### config.mk
export PLATFORM = sky130hd
export DESIGN_NAME = sigma_bus_arb2
export DESIGN_NICKNAME = d
export VERILOG_FILES = /design/src/rtl/sigma_bus_arb2.sv
export SDC_FILE = /design/constraint.sdc
export NUM_CORES = 1
export LEC_CHECK = 0
export ABC_AREA = 1
export BUFFER_PORTS_ARGS = -buffer_cell sky130_fd_sc_hd__buf_2
export CAP_MARGIN = 10
export CORE_AREA = 4 4 121 123
export DETAILED_ROUTE_END_ITERATION = 16
export DIE_AREA = 0 0 125 127
export HOLD_SLACK_MARGIN = 0.02
export PLACE_DENSITY = 0.51
export REMOVE_ABC_BUFFERS = 1
export SYNTH_ARGS = -nofsm -noshare
export SYNTH_HDL_FRONTEND = slang
export SYNTH_SLANG_ARGS = --single-unit
### constraint.sdc
create_clock -name clk_i -period 3.43 [get_ports clk_i]
set_input_delay 0.343 -clock clk_i [delete_from_list [all_inputs] [get_ports clk_i]]
set_output_delay 0.343 -clock clk_i [all_outputs]
set_load 0.05 [all_outputs]
### src/rtl/sigma_bus_arb2.sv
// Two-master round-robin arbiter for the sigma req/ack/resp bus, with a read-response watchdog.
// Latency: 1-cycle arbitration bubble in IDLE, then ack follows s_ack_i combinationally (min 2 cycles req->ack).
// Backpressure: masters hold req until ack; slave stalls via s_ack_i; a pending read blocks all new grants.
module sigma_bus_arb2 #(
  parameter int ADDR_WIDTH   = 32,
  parameter int DATA_WIDTH   = 32,
  parameter int RESP_TIMEOUT = 1023,
  parameter logic [DATA_WIDTH-1:0] TIMEOUT_RDATA = 32'hDEADBEEF
) (
  input  logic                    clk_i,
  input  logic                    rst_i,
  input  logic                    m0_req_i,
  input  logic                    m0_we_i,
  input  logic [ADDR_WIDTH-1:0]   m0_addr_i,
  input  logic [DATA_WIDTH/8-1:0] m0_be_i,
  input  logic [DATA_WIDTH-1:0]   m0_wdata_i,
  output logic                    m0_ack_o,
  output logic                    m0_resp_o,
  output logic [DATA_WIDTH-1:0]   m0_rdata_o,
  input  logic                    m1_req_i,
  input  logic                    m1_we_i,
  input  logic [ADDR_WIDTH-1:0]   m1_addr_i,
  input  logic [DATA_WIDTH/8-1:0] m1_be_i,
  input  logic [DATA_WIDTH-1:0]   m1_wdata_i,
  output logic                    m1_ack_o,
  output logic                    m1_resp_o,
  output logic [DATA_WIDTH-1:0]   m1_rdata_o,
  output logic                    s_req_o,
  output logic                    s_we_o,
  output logic [ADDR_WIDTH-1:0]   s_addr_o,
  output logic [DATA_WIDTH/8-1:0] s_be_o,
  output logic [DATA_WIDTH-1:0]   s_wdata_o,
  input  logic                    s_ack_i,
  input  logic                    s_resp_i,
  input  logic [DATA_WIDTH-1:0]   s_rdata_i,
  output logic                    err_o,
  output logic                    grant_o
);

  localparam int CNT_WIDTH = (RESP_TIMEOUT < 1) ? 1 : $clog2(RESP_TIMEOUT + 1);
  // The watchdog fires on the RESP_TIMEOUT-th cycle spent waiting, i.e. when the
  // counter (cleared on the ack edge) shows RESP_TIMEOUT-1.
  localparam logic [CNT_WIDTH-1:0] CNT_LAST = CNT_WIDTH'(RESP_TIMEOUT - 1);

  typedef enum logic [1:0] {
    ST_IDLE      = 2'd0,
    ST_GRANT     = 2'd1,
    ST_WAIT_RESP = 2'd2
  } state_t;

  state_t               state, state_n;
  logic                 grant, grant_n;
  logic                 last_grant, last_grant_n;
  logic                 err, err_n;
  logic [CNT_WIDTH-1:0] cnt, cnt_n;

  // Fields of whichever master currently holds the grant.
  logic                    sel_req;
  logic                    sel_we;
  logic [ADDR_WIDTH-1:0]   sel_addr;
  logic [DATA_WIDTH/8-1:0] sel_be;
  logic [DATA_WIDTH-1:0]   sel_wdata;

  // Per-cycle handshake events before routing to a master.
  logic                  ack_hit;
  logic                  resp_hit;
  logic [DATA_WIDTH-1:0] resp_data;
  logic                  timeout;

  // Select the granted master's request fields.
  always_comb begin
    sel_req   = grant ? m1_req_i   : m0_req_i;
    sel_we    = grant ? m1_we_i    : m0_we_i;
    sel_addr  = grant ? m1_addr_i  : m0_addr_i;
    sel_be    = grant ? m1_be_i    : m0_be_i;
    sel_wdata = grant ? m1_wdata_i : m0_wdata_i;
  end

  // Next-state logic and all bus outputs.
  always_comb begin
    state_n      = state;
    grant_n      = grant;
    last_grant_n = last_grant;
    err_n        = err;
    cnt_n        = cnt;
    ack_hit      = 1'b0;
    resp_hit     = 1'b0;
    resp_data    = '0;
    timeout      = 1'b0;
    s_req_o      = 1'b0;
    s_we_o       = 1'b0;
    s_addr_o     = '0;
    s_be_o       = '0;
    s_wdata_o    = '0;

    unique case (state)
      ST_IDLE: begin
        if (m0_req_i || m1_req_i) begin
          // Contention goes to the master that did not win last time;
          // a lone requester wins regardless of history.
          grant_n = (m0_req_i && m1_req_i) ? ~last_grant : m1_req_i;
          state_n = ST_GRANT;
        end
      end

      ST_GRANT: begin
        // A granted master that drops req without ack simply parks us here
        // with s_req_o low until it asks again.
        s_req_o   = sel_req;
        s_we_o    = sel_we;
        s_addr_o  = sel_addr;
        s_be_o    = sel_be;
        s_wdata_o = sel_wdata;
        ack_hit   = s_ack_i && sel_req;
        if (ack_hit) begin
          last_grant_n = grant;
          if (!sel_we) begin
            state_n = ST_WAIT_RESP;
            cnt_n   = '0;
          end else begin
            state_n = ST_IDLE;
          end
        end
      end

      ST_WAIT_RESP: begin
        timeout   = (cnt == CNT_LAST);
        resp_hit  = s_resp_i || timeout;
        // A genuine response in the final watchdog cycle still wins.
        resp_data = (timeout && !s_resp_i) ? TIMEOUT_RDATA : s_rdata_i;
        if (s_resp_i) begin
          state_n = ST_IDLE;
        end else if (timeout) begin
          state_n = ST_IDLE;
          err_n   = 1'b1;
        end else if (cnt != '1) begin
          cnt_n = cnt + 1'b1;
        end
      end

      default: begin
        state_n = ST_IDLE;
      end
    endcase

    m0_ack_o   = ack_hit && !grant;
    m1_ack_o   = ack_hit && grant;
    m0_resp_o  = resp_hit && !grant;
    m1_resp_o  = resp_hit && grant;
    m0_rdata_o = grant ? '0 : resp_data;
    m1_rdata_o = grant ? resp_data : '0;
  end

  // State, grant history, watchdog and sticky error registers.
  always_ff @(posedge clk_i) begin
    if (rst_i) begin
      state      <= ST_IDLE;
      grant      <= 1'b0;
      last_grant <= 1'b1;
      err        <= 1'b0;
      cnt        <= '0;
    end else begin
      state      <= state_n;
      grant      <= grant_n;
      last_grant <= last_grant_n;
      err        <= err_n;
      cnt        <= cnt_n;
    end
  end

  assign err_o   = err;
  assign grant_o = grant;

endmodule

# ---- Word-level counts from Yosys, hierarchy flattened
# Index checks and enable logic that the tools add are counted.
dict set report totals {
  regBits 15
  input_bits 176
  output_inout_bits 140
  word_cells 66
}
dict set report op_classes {
  n_addsub 1
  n_eq_ne 11
  mux 29
  bitwise 2
  n_reduce_logical 18
}
# op n
set ops {}
lappend ops {{two-way mux 32 bit} 8}
lappend ops {{two-way mux 10 bit} 5}
lappend ops {{case mux 10 bit (2 select lines)} 1}
lappend ops {{inequality test 2 bit (second input constant)} 6}
lappend ops {{adder 10 x 1 -> 10 bit (second input constant)} 1}
lappend ops {{equality test 10 bit (second input constant)} 1}
lappend ops {{two-way mux 2 bit} 5}
lappend ops {{inequality test 10 bit (second input constant)} 1}
lappend ops {{two-way mux 4 bit} 2}
lappend ops {{logical AND 1 bit} 7}
lappend ops {{two-way mux 1 bit} 7}
lappend ops {{case mux 2 bit (3 select lines)} 1}
lappend ops {{AND reduction 3 bit} 2}
lappend ops {{AND reduction 6 bit} 1}
lappend ops {{AND reduction 2 bit} 2}
lappend ops {{inequality test 3 bit (second input constant)} 1}
lappend ops {{equality test 2 x 1 -> 1 bit (second input constant)} 1}
lappend ops {{equality test 2 bit (second input constant)} 1}
lappend ops {{logical NOT 1 bit} 2}
lappend ops {{logical NOT 2 bit} 1}
lappend ops {{logical OR 1 bit} 2}
lappend ops {{NOT 1 bit} 2}
lappend ops {{nonzero test 2 bit} 1}

# ---- Longest topological paths before layout
dict set report logic_depth {
  ltp_word 5
  ltp_mapped 12
  depth_no_buf 12
}

# ---- Least setup slack after synthesis
# No wires, ideal clock.
dict set report synth_path {
  path_type {register to output}
  start {reg grant (netlist: grant_o)}
  end {out s_addr_o[0]}
  arrival_ns 2.253
  t_required_ns 3.087
  slack_ns 0.834
  path_stages_with_launch 6
  n_path_buf 3
  cell_sequence {dfxtp_1 > buf_4 > clkbuf_1 > clkbuf_1 > nand2_1 > a21oi_1}
}
dict set report synth_between {
  elab_chain_cells 2
}
# element line
set synth_rtl {}
lappend synth_rtl {{start, declared} 52} ;# logic grant, grant_n;
lappend synth_rtl {{start signal, assigned} 164} ;# grant <= grant_n;
lappend synth_rtl {{two-way mux 32 bit} 74} ;# sel_addr = grant ? m1_addr_i : m0_addr_i;
lappend synth_rtl {{two-way mux 32 bit} 96} ;# unique case (state)
lappend synth_rtl {{end, declared} 30} ;# output logic [ADDR_WIDTH-1:0] s_addr_o,
# No other way between the ends.

# ---- Worst setup path after layout
dict set report layout_path {
  start {reg cnt[0]}
  end {out m1_rdata_o[11]}
}
dict set report layout_between {
  elab_chain_cells 5
}
# element line
set layout_rtl {}
lappend layout_rtl {{start, declared} 55} ;# logic [CNT_WIDTH-1:0] cnt, cnt_n;
lappend layout_rtl {{start signal, assigned} 167} ;# cnt <= cnt_n;
lappend layout_rtl {{equality test 10 bit} 127} ;# timeout = (cnt == CNT_LAST);
lappend layout_rtl {{logical AND 1 bit} 130} ;# resp_data = (timeout && !s_resp_i) ? TIMEOUT_RDATA : s_rdata_i;
lappend layout_rtl {{two-way mux 32 bit} 130}
lappend layout_rtl {{two-way mux 32 bit} 96}
lappend layout_rtl {{two-way mux 32 bit} 151} ;# m1_rdata_o = grant ? resp_data : '0;
lappend layout_rtl {{end, declared} 27} ;# output logic [DATA_WIDTH-1:0] m1_rdata_o,
# No other way between the ends.

==> flow_summary.ini <==
[detailed_routing]
firstDrtPassIters = 5
routed_via_density = 4.33
wl_met2_mm = 6.96
vias = 4195
first_iter_violations = 274
highest_layer = met4
avgRoutedWirePerCell_um = 14.9
wl_met3_mm = 1.07
drc_errors = 0
drt_wl_total_mm = 14.5
ant_nets = 0
met1_length_mm = 6.19

[cells_and_area]
layout.nets = 966
drive_above_1_share = 0.456
final_common_cell = buf_2
syn_to_final_growth_pct = 71.8
layout_common_cells = buf_2 (315), nand2_1 (179), a21oi_1 (91)
layout.cells.non_filler = 968
multi_input_area_um2 = 1930
seqCellArea_um2 = 304
fillers = 1605

[timing]
hold_violations = 0
fin_crit_ns = 2.78
slew_violations = 0
setup_viol = 0
finalCritPeriodShare = 0.809
relSlewSlack = 0.411
skew_ns = 0.00300
grt_setup_unrepaired = no
fmax_ghz = 0.360
hold_ws_ns = 0.382
tightest_slew_ns = 0.883
fin_tns_setup_ns = 0

[clock_tree]
insertion_delay_ns = 0.24
numCtsBuffers = 3
clock-sinks = 15
htreeDepth = 1
cts_max_path_buffers = 2
ctsHoldBuffers = 0
path_clk_slew_ns = 0.05
root_buffer = clkbuf_16
tritoncts = yes
ctsResizeCount = 0
post_cts_buffers = 0

[yosys]
ys_types = 29
synth_area_um2 = 2490
synthMuxAreaShare = 0
synth.avg_cell_area_um2 = 5.00
synth_compound_area_frac = 0.267
synth_xor_area_frac = 0
synth_top_family_by_area = simple AND/OR/NAND/NOR gates
seq_area_frac_synth = 0.121
yosys_warnings = 0
synth-adder-area-share = 0.0100
synth_seq_cells = 15
yosys.area_share.simple = 0.497
synthCells = 498

[worst_setup_path]
path_cells = inv_1, ha_1, nand3_1, nor2_2, nand3_4, nor2_4, a21oi_1, nor2_1, buf_2
arrival_ns = 2.43
r2r-start = grant_o
end_kind = output port
reg2regPathDepth = 7
path_max_fanout = 25
start_kind = register
cpPeakStageDelay_ns = 0.56
r2r_setup_slack_ns = 1.10
critPathSlowestCell = nor2_4
critical_path_class = register to output port
r2r-end = cnt[0]
crit_required_ns = 3.09

[placed_design]
hpwl_mm = 11.8
place_inst = 963
port_buffers = 315
routabilityCongestion = 0.840

[hold_path]
min_to = grant_o
hp-start = m1_req_i
min_path_type = input pin to register
holdPathStages = 3

[grt]
gr-total-overflow = 0
grt_pass1_wl_mm = 21.8
antenna_found_initial = 1
grt_pass1_vias = 3875
grt_usage = 0.164
grt_max_degree = 64

[floorplanning]
boundaryPins = 316
rows = 43
die_height_um = 127
start_util = 0.182
core_um2 = 13700
fp.dieW_um = 125
die_area_um2 = 15900

[outcome]
status = finished, final reports clean

[power]
power_w = 0.00121
ir_worst_vdd_uv = 197
power_density_nw_per_um2 = 284
total_leakage_power_nw = 2.50

[flow_run]
maxCapViolCount = 0
[synth_stat cells (all sizes together)]
| master | n | area (um2) |
|---|---|---|
| o21ai | 9 | 48.8 |
| o21a | 2 | 15.0 |
| nor2 | 88 | 350 |
| buf | 14 | 90.1 |
| dfxtp | 15 | 300 |
| inv | 23 | 86.3 |
| a21oi | 105 | 578 |
| o21bai | 1 | 7.51 |
| nand2 | 188 | 733 |
| o211ai | 1 | 7.51 |
| nand4 | 4 | 25.0 |
| o31ai | 1 | 7.51 |
| clkbuf | 23 | 86.3 |
| ha | 2 | 25.0 |
| nand3 | 21 | 123 |
| nand3b | 1 | 7.51 |
[logic make-up (layout without fill, tap and decap cells)]
group / Yosys count / in the layout
adders and majority gates: 2 / 2
buffers and inverters: 60 / 349
DFF: 15 / 15
other: 0 / 1
AOI/OAI and AO/OA: 119 / 119
and+or+nand+nor: 302 / 302
[critical path: cells and delay by family, from the launching register on]
kind | cells | cell delay [ns]
and+or+nand+nor | 5 | 1.17
buffers and inverters | 2 | 0.38
DFF | 1 | 0.32
adders and majority gates | 1 | 0.16
AOI/OAI and AO/OA | 1 | 0.15
[per-stage QoR]
step                setup slack, ns  area (um2)  utilization
floorplan                     -1.74        2310            -
global placement              0.958        4200        0.307
CTS                           0.668        4280        0.313
finish                        0.654        4280        0.313
global route                  0.417        4280        0.313
detailed placement            0.928        4200        0.307
[where the power goes]
group	internal (W)	switching, W	leakage, nW	total, W
clock	0.000157	0.0000687	0.0382	0.000226
combinational	0.000208	0.000579	2.34	0.000787
sequential	0.000184	0.0000179	0.123	0.000202
[worst max path at each step]
stage               slack (ns)             end     from
finish                    0.65  m1_rdata_o[11]   cnt[0]
global route              0.42   m1_rdata_o[9]   cnt[0]
CTS                       0.67  m1_rdata_o[11]   cnt[0]
detailed placement        0.93  m1_rdata_o[11]   cnt[0]
global placement          0.96  m1_rdata_o[11]   cnt[0]
floorplan                -1.74        m0_ack_o  grant_o
[area by class of cell]
cell class / instances / area share
repair buffers: 322 / 0.386
diodes: 1 / 0.000585
inverters: 23 / 0.0205
flip-flops and latches: 15 / 0.0710
multi-input cells: 423 / 0.450
clock buffers: 4 / 0.0184
well taps: 180 / 0.0526
[routing by layer]
| metal | track usage | up-vias |
|---|---|---|
| met5 | 0 | - |
| met4 | 0.0293 | 0 |
| met3 | 0.0326 | 16 |
| met2 | 0.278 | 158 |
| met1 | 0.221 | 1845 |
| li1 | - | 2176 |
[sequential cells by signal (all words and copies together) (netlist names)]
register	flops
err_o	1
grant_o	1
state	2
last_grant	1
cnt	10
(Power assumes the default switching activity.)
